### config.mk
export PLATFORM = sky130hd
export DESIGN_NAME = uart_msg_rx
export DESIGN_NICKNAME = d
export VERILOG_FILES = /design/src/rtl/uart_msg_rx.sv
export SDC_FILE = /design/constraint.sdc
export NUM_CORES = 1
export LEC_CHECK = 0
export CAP_MARGIN = 25
export CELL_PAD_IN_SITES_DETAIL_PLACEMENT = 0
export CELL_PAD_IN_SITES_GLOBAL_PLACEMENT = 1
export CORE_UTILIZATION = 44
export CTS_BUF_LIST = sky130_fd_sc_hd__clkbuf_4 sky130_fd_sc_hd__clkbuf_8 sky130_fd_sc_hd__clkbuf_16
export DETAILED_ROUTE_END_ITERATION = 10
export GPL_TIMING_DRIVEN = 0
export PLACE_DENSITY = 0.77
export SYNTH_ARGS = -nofsm -noshare
export SYNTH_HDL_FRONTEND = slang
export SYNTH_SLANG_ARGS = --single-unit
### constraint.sdc
create_clock -name CLK -period 4.2 [get_ports CLK]
set_input_delay 0.84 -clock CLK [delete_from_list [all_inputs] [get_ports CLK]]
set_output_delay 0.84 -clock CLK [all_outputs]
set_load 0.03 [all_outputs]
### src/rtl/uart_msg_rx.sv
// uart_msg_rx: oversampling 8N1 receiver that reassembles length-prefixed messages.
//
// Ports:
//   CLK        system clock, rising edge
//   RST        asynchronous active-high reset
//   in_bit     serial line, idles high, asynchronous to CLK
//   full_data  last good message; payload byte k at [BYTE_SIZE*k +: BYTE_SIZE],
//              length in byte NB-2, top byte zero
//   out_valid  one-cycle pulse when full_data is updated
//   frame_err  one-cycle pulse when a message is aborted
//   busy       high from start-bit qualification until the message completes or aborts
module uart_msg_rx #(
    parameter int FULL_DATA_SIZE = 40,
    parameter int BYTE_SIZE      = 8,
    parameter int FREQ_COEF      = 4,
    parameter int TIMEOUT_BITS   = 16
) (
    input  logic                      CLK,
    input  logic                      RST,
    input  logic                      in_bit,
    output logic [FULL_DATA_SIZE-1:0] full_data,
    output logic                      out_valid,
    output logic                      frame_err,
    output logic                      busy
);
    localparam int NB      = FULL_DATA_SIZE / BYTE_SIZE;
    localparam int MAX_LEN = NB - 2;
    localparam int PW      = MAX_LEN * BYTE_SIZE;
    localparam int CW      = $clog2(FREQ_COEF);
    localparam int BW      = $clog2(BYTE_SIZE);
    localparam int LW      = $clog2(NB);
    localparam int TO      = TIMEOUT_BITS * FREQ_COEF;
    localparam int TW      = $clog2(TO);

    typedef enum logic [1:0] {IDLE, START, DATA, STOP} bit_st_t;
    typedef enum logic {HDR, PAY} phase_t;

    bit_st_t               st;
    phase_t                phase;
    logic                  sync1, line;
    logic [CW-1:0]         cnt;
    logic [BW-1:0]         bit_idx;
    logic [BYTE_SIZE-1:0]  shreg, len;
    logic [LW-1:0]         byte_cnt;
    logic [PW-1:0]         pay, pay_nxt;
    logic [TW-1:0]         tcnt;

    // Staging word with the byte just deframed merged in at the current slot,
    // so the final payload byte can complete the message in the same cycle.
    always_comb begin
        pay_nxt = pay;
        pay_nxt[byte_cnt*BYTE_SIZE +: BYTE_SIZE] = shreg;
    end

    always_ff @(posedge CLK or posedge RST) begin
        if (RST) begin
            sync1     <= 1'b1;
            line      <= 1'b1;
            st        <= IDLE;
            phase     <= HDR;
            cnt       <= '0;
            bit_idx   <= '0;
            shreg     <= '0;
            len       <= '0;
            byte_cnt  <= '0;
            pay       <= '0;
            tcnt      <= '0;
            full_data <= '0;
            out_valid <= 1'b0;
            frame_err <= 1'b0;
            busy      <= 1'b0;
        end else begin
            sync1     <= in_bit;
            line      <= sync1;
            out_valid <= 1'b0;
            frame_err <= 1'b0;
            case (st)
                IDLE: begin
                    cnt <= '0;
                    if (!line) begin
                        st   <= START;
                        busy <= 1'b1;
                        tcnt <= '0;
                    end else if (phase == PAY) begin
                        // Inter-byte gap inside a message is bounded.
                        if (tcnt == TW'(TO - 1)) begin
                            frame_err <= 1'b1;
                            phase     <= HDR;
                            busy      <= 1'b0;
                            tcnt      <= '0;
                        end else begin
                            tcnt <= tcnt + TW'(1);
                        end
                    end
                end
                START: begin
                    cnt <= cnt + CW'(1);
                    if (cnt == CW'(FREQ_COEF/2 - 1)) begin
                        cnt     <= '0;
                        bit_idx <= '0;
                        if (line) begin
                            // Glitch: drop back silently; a message in progress stays busy.
                            st   <= IDLE;
                            busy <= (phase == PAY);
                        end else begin
                            st <= DATA;
                        end
                    end
                end
                DATA: begin
                    cnt <= cnt + CW'(1);
                    if (cnt == CW'(FREQ_COEF - 1)) begin
                        cnt     <= '0;
                        shreg   <= {line, shreg[BYTE_SIZE-1:1]};
                        bit_idx <= bit_idx + BW'(1);
                        if (bit_idx == BW'(BYTE_SIZE - 1))
                            st <= STOP;
                    end
                end
                STOP: begin
                    cnt <= cnt + CW'(1);
                    if (cnt == CW'(FREQ_COEF - 1)) begin
                        cnt <= '0;
                        st  <= IDLE;
                        if (!line || (phase == HDR && shreg > BYTE_SIZE'(MAX_LEN))) begin
                            frame_err <= 1'b1;
                            phase     <= HDR;
                            busy      <= 1'b0;
                        end else if (phase == HDR) begin
                            if (shreg == '0) begin
                                full_data <= '0;
                                out_valid <= 1'b1;
                                busy      <= 1'b0;
                            end else begin
                                len      <= shreg;
                                byte_cnt <= '0;
                                pay      <= '0;
                                phase    <= PAY;
                            end
                        end else begin
                            pay      <= pay_nxt;
                            byte_cnt <= byte_cnt + LW'(1);
                            if (BYTE_SIZE'(byte_cnt) + BYTE_SIZE'(1) == len) begin
                                full_data <= {BYTE_SIZE'(0), len, pay_nxt};
                                out_valid <= 1'b1;
                                busy      <= 1'b0;
                                phase     <= HDR;
                            end
                        end
                    end
                end
            endcase
        end
    end
endmodule

## Word level (Yosys, flattened, before mapping)

Cells that the tools add are included.
Widths: inputs -> output; s select.

| operators by class | value |
|---|---|
| bitwise operators | 3 |
| reduce and logical (&&, ||, !) cells | 19 |
| div/mod/pow operators | 0 |
| mux-type cells | 56 |
| multiply operators | 0 |
| shift-type cells | 2 |
| equal/unequal tests | 22 |
| order comparisons | 1 |
| $add $sub $neg | 6 |

Operators with widths:

| kind | number |
|---|---|
| $mux 40 | 3 |
| $mux 24 | 2 |
| $neg 6->34 | 1 |
| $shift 8x34->24 const A | 1 |
| $shiftx 8x34->24 | 1 |
| $mux 1 | 29 |
| $bwmux 24 | 1 |
| $mux 6 | 3 |
| $ne 2x2->1 const B | 9 |
| $mux 2 | 8 |
| $reduce_and 5->1 | 3 |
| $mux 3 | 4 |
| $eq 4x8->1 | 1 |
| $gt 8x2->1 const B | 1 |
| $logic_not 8->1 | 1 |
| $ne 4x4->1 const B | 2 |
| $pmux 2 s4 | 1 |
| $reduce_and 8->1 | 1 |
| $add 3x1->3 const B | 2 |
| $add 6x1->6 const B | 1 |
| $eq 2x2->1 const B | 3 |
| $eq 6x6->1 const B | 1 |
| $ne 3x3->1 const B | 2 |
| $pmux 2 s3 | 1 |
| other kinds (19) | 27 |

| storage, ports and cells | value |
|---|---|
| bits in latches | 0 |
| RAM bits | 0 |
| logic and storage cells | 124 |
| ROM bits | 0 |
| flip-flop bits (word level) | 102 |
| output and inout bits | 43 |
| memories | 0 |
| input port bits | 3 |

## Depth between registers and ports, before layout

| depth | value |
|---|---|
| depth after elaboration | 7 |
| mapped depth | 10 |
| depth with buffers taken out | 8 |

## Worst setup path after synthesis

No wires, ideal clock.

| path | value |
|---|---|
| kind | reg2reg |
| start | register byte_cnt[0] |
| end | register full_data[10] |
| path buffers | 3 |
| slack | 1.905 ns |
| required time | 4.075 ns |
| library setup time | 0.125 ns |
| arrival | 2.170 ns |
| stages on the path, launching flop included | 11 |
| clock period less this slack | 2.295 ns |
| cells stage by stage | dfrtp_1 -> clkbuf_2 -> inv_1 -> ha_1 -> xor2_1 -> nor2_1 -> a32oi_1 -> or3_1 -> buf_6 -> buf_12 -> mux2_4 |

| between the ends | value |
|---|---|
| cells in the longest elaborated chain, start to end | 5 |
| elaborated cells between the ends (all ways) | 10 |
| classes of those cells | add/sub: 2; eq/ne: 2; shift: 2; mux: 3; reduce/logical: 1 |

Ends and longest elaborated chain:

| element | line | text |
|---|---|---|
| start, declared | 44 | `logic [LW-1:0] byte_cnt;` |
| start signal, assigned | 142 | `byte_cnt <= byte_cnt + LW'(1);` |
| $neg 6->34 | 52 | `pay_nxt[byte_cnt*BYTE_SIZE +: BYTE_SIZE] = shreg;` |
| $shiftx 8x34->24 / $shift 8x34->24 (equally long branches) | 52 |  |
| $bwmux 24 | 52 |  |
| $mux 40 | 143 | `if (BYTE_SIZE'(byte_cnt) + BYTE_SIZE'(1) == len) begin` |
| $mux 40 | 129 | `end else if (phase == HDR) begin` |
| end signal, assigned | 144 | `full_data <= {BYTE_SIZE'(0), len, pay_nxt};` |
| end, declared | 21 | `output logic [FULL_DATA_SIZE-1:0] full_data,` |

Parallel ways exist; a longest one is shown, timed or not. The select of a mux whose other input is x is not followed.
A chain may end at the register's enable or synchronous reset.

## Worst setup path after layout

| path | value |
|---|---|
| start | register byte_cnt[0] |
| end | register full_data[14] |

Same word-level chain as after synthesis.

==> summary.md <==
| Metric | Value |
|---|---|
| Final period util | `about two thirds` |
| Post-CTS Setup Inserts | `0` |
| Initial DRC Count | `between 100 and 150` |
| Vias in the first global route | `between 3,000 and 4,000` |
| Gate Count Post-Synth | `roughly 420` |
| Power density over the cells | `336 nW/µm²` |
| Dpl cell area | `about 5200 µm²` |
| Max FO, Critical Path | `9` |
| Mean post-synth cell area | `between 10 and 15 µm²` |
| Initial Util | `46.2%` |
| CP max-delay cell | `nor3_1` |
| Global-route wire length before repair | `about 16 mm` |
| Sequential area share after synthesis | `51.5%` |
| Final std cells w/o fill | `approximately 610` |
| Final RePlAce weighted congestion | `roughly 0.8` |
| Xor/xnor cell area share of the yosys netlist | `1.34%` |
| Setup Viol. Count Final | `0` |
| Critical path arrival | `between 3 and 4 ns` |
| Achievable Freq | `between 300 and 400 MHz` |
| Final net count | `approximately 500` |
| Largest family of logic cells by synthesized area | `multiplexers` |
| Final hold vios | `0` |
| Area Overhead vs Synth | `17.3%` |
| Outcome | `complete, no violations` |
| Global Route Usage Sum | `between 15 and 20%` |
| Largest net degree at the start of global routing | `70` |
| Clk Latency, worst-skew pair | `between 0.3 and 0.4 ns` |
| Die Span X | `104 µm` |
| DIE AREA | `10,800 µm²` |
| Synth Register Bits | `94` |
| Cts repair resizes | `0` |
| Clk buf depth | `2` |
| Cts bufs inserted | `9` |
| Vias per cell | `slightly above 5` |
| Compound-cell area share of the yosys netlist | `roughly a tenth` |
| Max-slew violations | `0` |
| Top FF cell, synth | `dfrtp_1` |
| Leakage | `roughly 2.5 nW` |
| M3 GR Usage | `2.57%` |
| CP most frequent cell | `ha_1` |
| Post-Synth Simple-Gate Area | `a little under an eighth` |
| DRT antenna net count | `0` |
| Critical path's largest stage delay | `around 0.79 ns` |
| Post-synthesis cell type count | `45` |
| DRC | `0` |
| Worst-path clk slew | `about 0.09 ns` |
| Setup WS pre-CTS | `about 1.4 ns` |
| Synth top cells by count | `dfrtp_1, nand2_1, nor2_1, inv_1, o21ai_0` |
| # diodes | `0` |
| Worst endpoint required time | `4.50 ns` |
| Share of layout cells above drive strength 1 | `15.9%` |
| Relative slew margins | `a little under two fifths` |
| Adder-cell share of the synthesized area | `4.38%` |
| Cells after DPL | `roughly 600` |
| Clock root cell | `clkbuf_8` |
| Most common cell in the synthesized netlist | `dfrtp_1` |
| Util after Layout | `a little over half` |
| Cell taking the most area after synthesis | `dfrtp_1` |
| Port-buffer cells | `37` |
| Worst-Margin Slew | `0.932 ns` |
| Synth async-reset ratio | `100%` |
| Clk sink count | `94` |
| Worst min path class | `flip-flop to flip-flop` |
| # Max-Cap Violations | `0` |
| Crit path time final | `2.83 ns` |
| Core ar. | `9910 µm²` |
| Post-DP HPWL | `6.42 mm` |
| CP cell instances | `clkbuf_2, inv_1, ha_1, ha_1, nand2_1, nor3_1, a22oi_1, nor2_1, mux2_2` |
| Met2 GRT Util | `between 20% and 30%` |
| Crit start category | `flip-flop` |
| Synth top area share | `just over 50%` |
| Final wirelength | `9.03 mm` |
| Final Skew | `~0.008 ns` |
| Met1 usage | `a little over a quarter` |
| Gr busiest metal | `met2` |
| Post-Synthesis Cell Area | `~4600 µm²` |
| WS Path Type | `flip-flop to flip-flop` |
| Total number of vias | `approximately 3,100` |
| Top cells by area, synth | `dfrtp_1, mux2_2, mux2i_1` |
| Initial antenna violation count | `0` |
| Vert. Die Dim | `104 µm` |
| CP endpoint kind | `flip-flop` |
| Peak supply drop | `0.000249 V` |
| Placement Rows | `36` |
| Post-Layout Inst Area | `~5400 µm²` |
| Syn. warnings | `0` |
| CTS tree | `built` |
| Post-CTS Hold Fix Bufs | `0` |
| Post-synth EDFFs | `0` |
| Post-synthesis mux area share | `14.5%` |
| H-tree levels | `3` |
| Setup ws final | `roughly 1.4 ns` |
| Total grt overflow | `0` |
| Boundary pin count | `46` |
| RSZ-0062 raised after global routing | `no` |
| Number of iterations in the first detailed-routing pass | `4` |
| Wire per inst | `around 15 µm` |
sequential cells by signal (all words and copies together), names as in the netlist, 2 cells and up, named ones only:
signal and cells:
full_data 32, pay 24, len 8, shreg 8, tcnt 6, bit_idx 3, byte_cnt 3, cnt 2
cells by family after synthesis:
logic type / after synthesis
AOI/OAI and AO/OA: 72
muxes: 57
buffers and inverters: 54
adders and majority gates: 16
xor gates and xnor gates: 7
other: 1
DFF: 94
and+or+nand+nor: 115
worst paths after layout:
check	from	endpoint	slack (ns)	cells past startpoint
worst min register to register	sync1	line	0.36	0
min in group asynchronous	RST	full_data[1]	0.80	2
worst max-delay path	byte_cnt[0]	full_data[14]	1.37	9
worst min-delay path	sync1	line	0.36	0
max in group asynchronous	RST	full_data[13]	2.76	3
worst max register to register	byte_cnt[0]	full_data[14]	1.37	9
power by group:
part / leakage [nW] / total, mW / internal [mW] / switching [mW]
clock: 0.101 / 0.577 / 0.254 / 0.323
sequential: 1.30 / 0.950 / 0.926 / 0.0232
combinational: 1.10 / 0.278 / 0.0995 / 0.179
total: 2.50 / 1.81 / 1.28 / 0.525
layout by cell type (no fill, tap or decap), types with 3 or more instances in the layout:
cell type | netlist | final
nand2b_1 | 4 | 4
buf_4 | 10 | 10
mux2_2 | 22 | 22
clkdlybuf4s50_1 | 0 | 37
a21oi_1 | 9 | 9
nand4_1 | 5 | 5
xnor2_1 | 4 | 4
dfrtp_1 | 92 | 92
clkinv_4 | 0 | 3
conb_1 | 1 | 8
a22oi_1 | 16 | 16
xor2_1 | 3 | 3
and3_1 | 5 | 5
mux2_4 | 13 | 13
o31ai_1 | 9 | 9
and2_1 | 11 | 11
nand3_1 | 6 | 6
o21ai_0 | 26 | 26
mux2i_1 | 22 | 22
inv_1 | 28 | 27
nand2_1 | 44 | 44
ha_1 | 16 | 16
clkbuf_8 | 0 | 11
a22o_1 | 3 | 3
nor2_1 | 31 | 31
clkbuf_1 | 11 | 11
layout make-up:
cell class	instances	area (µm²)
clock buffers	11	151
plain buffers	26	178
clock inverters	5	42.5
inverters	28	108
multi-input cells	275	1960
well taps	133	166
repair buffers	39	403
fillers	927	4540
flip-flops and latches	94	2350
routing by layer:
layer	routed length (µm)	part of all wire (%)
met5	0	0
met4	140	1.6
met3	356	3.9
met2	4200	47
met1	4330	48
stage by stage:
stage / power, mW / hold slack [ns] / TNS (ns)
6_report: 1.81 / 0.362 / 0
5_1_grt: 1.91 / 0.365 / 0
4_1_cts: 1.83 / 0.363 / 0
3_5_place_dp: 1.25 / 0.350 / 0
3_3_place_gp: 1.24 / 0.346 / -47.79
2_1_floorplan: 1.17 / 0.345 / 0
worst max-delay path, delay by kind of cell (launching register included):
kind	cells	cell delay, ns
muxes	1	0.16
AOI/OAI and AO/OA	1	0.20
and+or+nand+nor	3	1.19
DFF	1	0.39
buffers and inverters	2	0.30
adders and majority gates	2	0.52
Power figures use the tool's default switching activity.
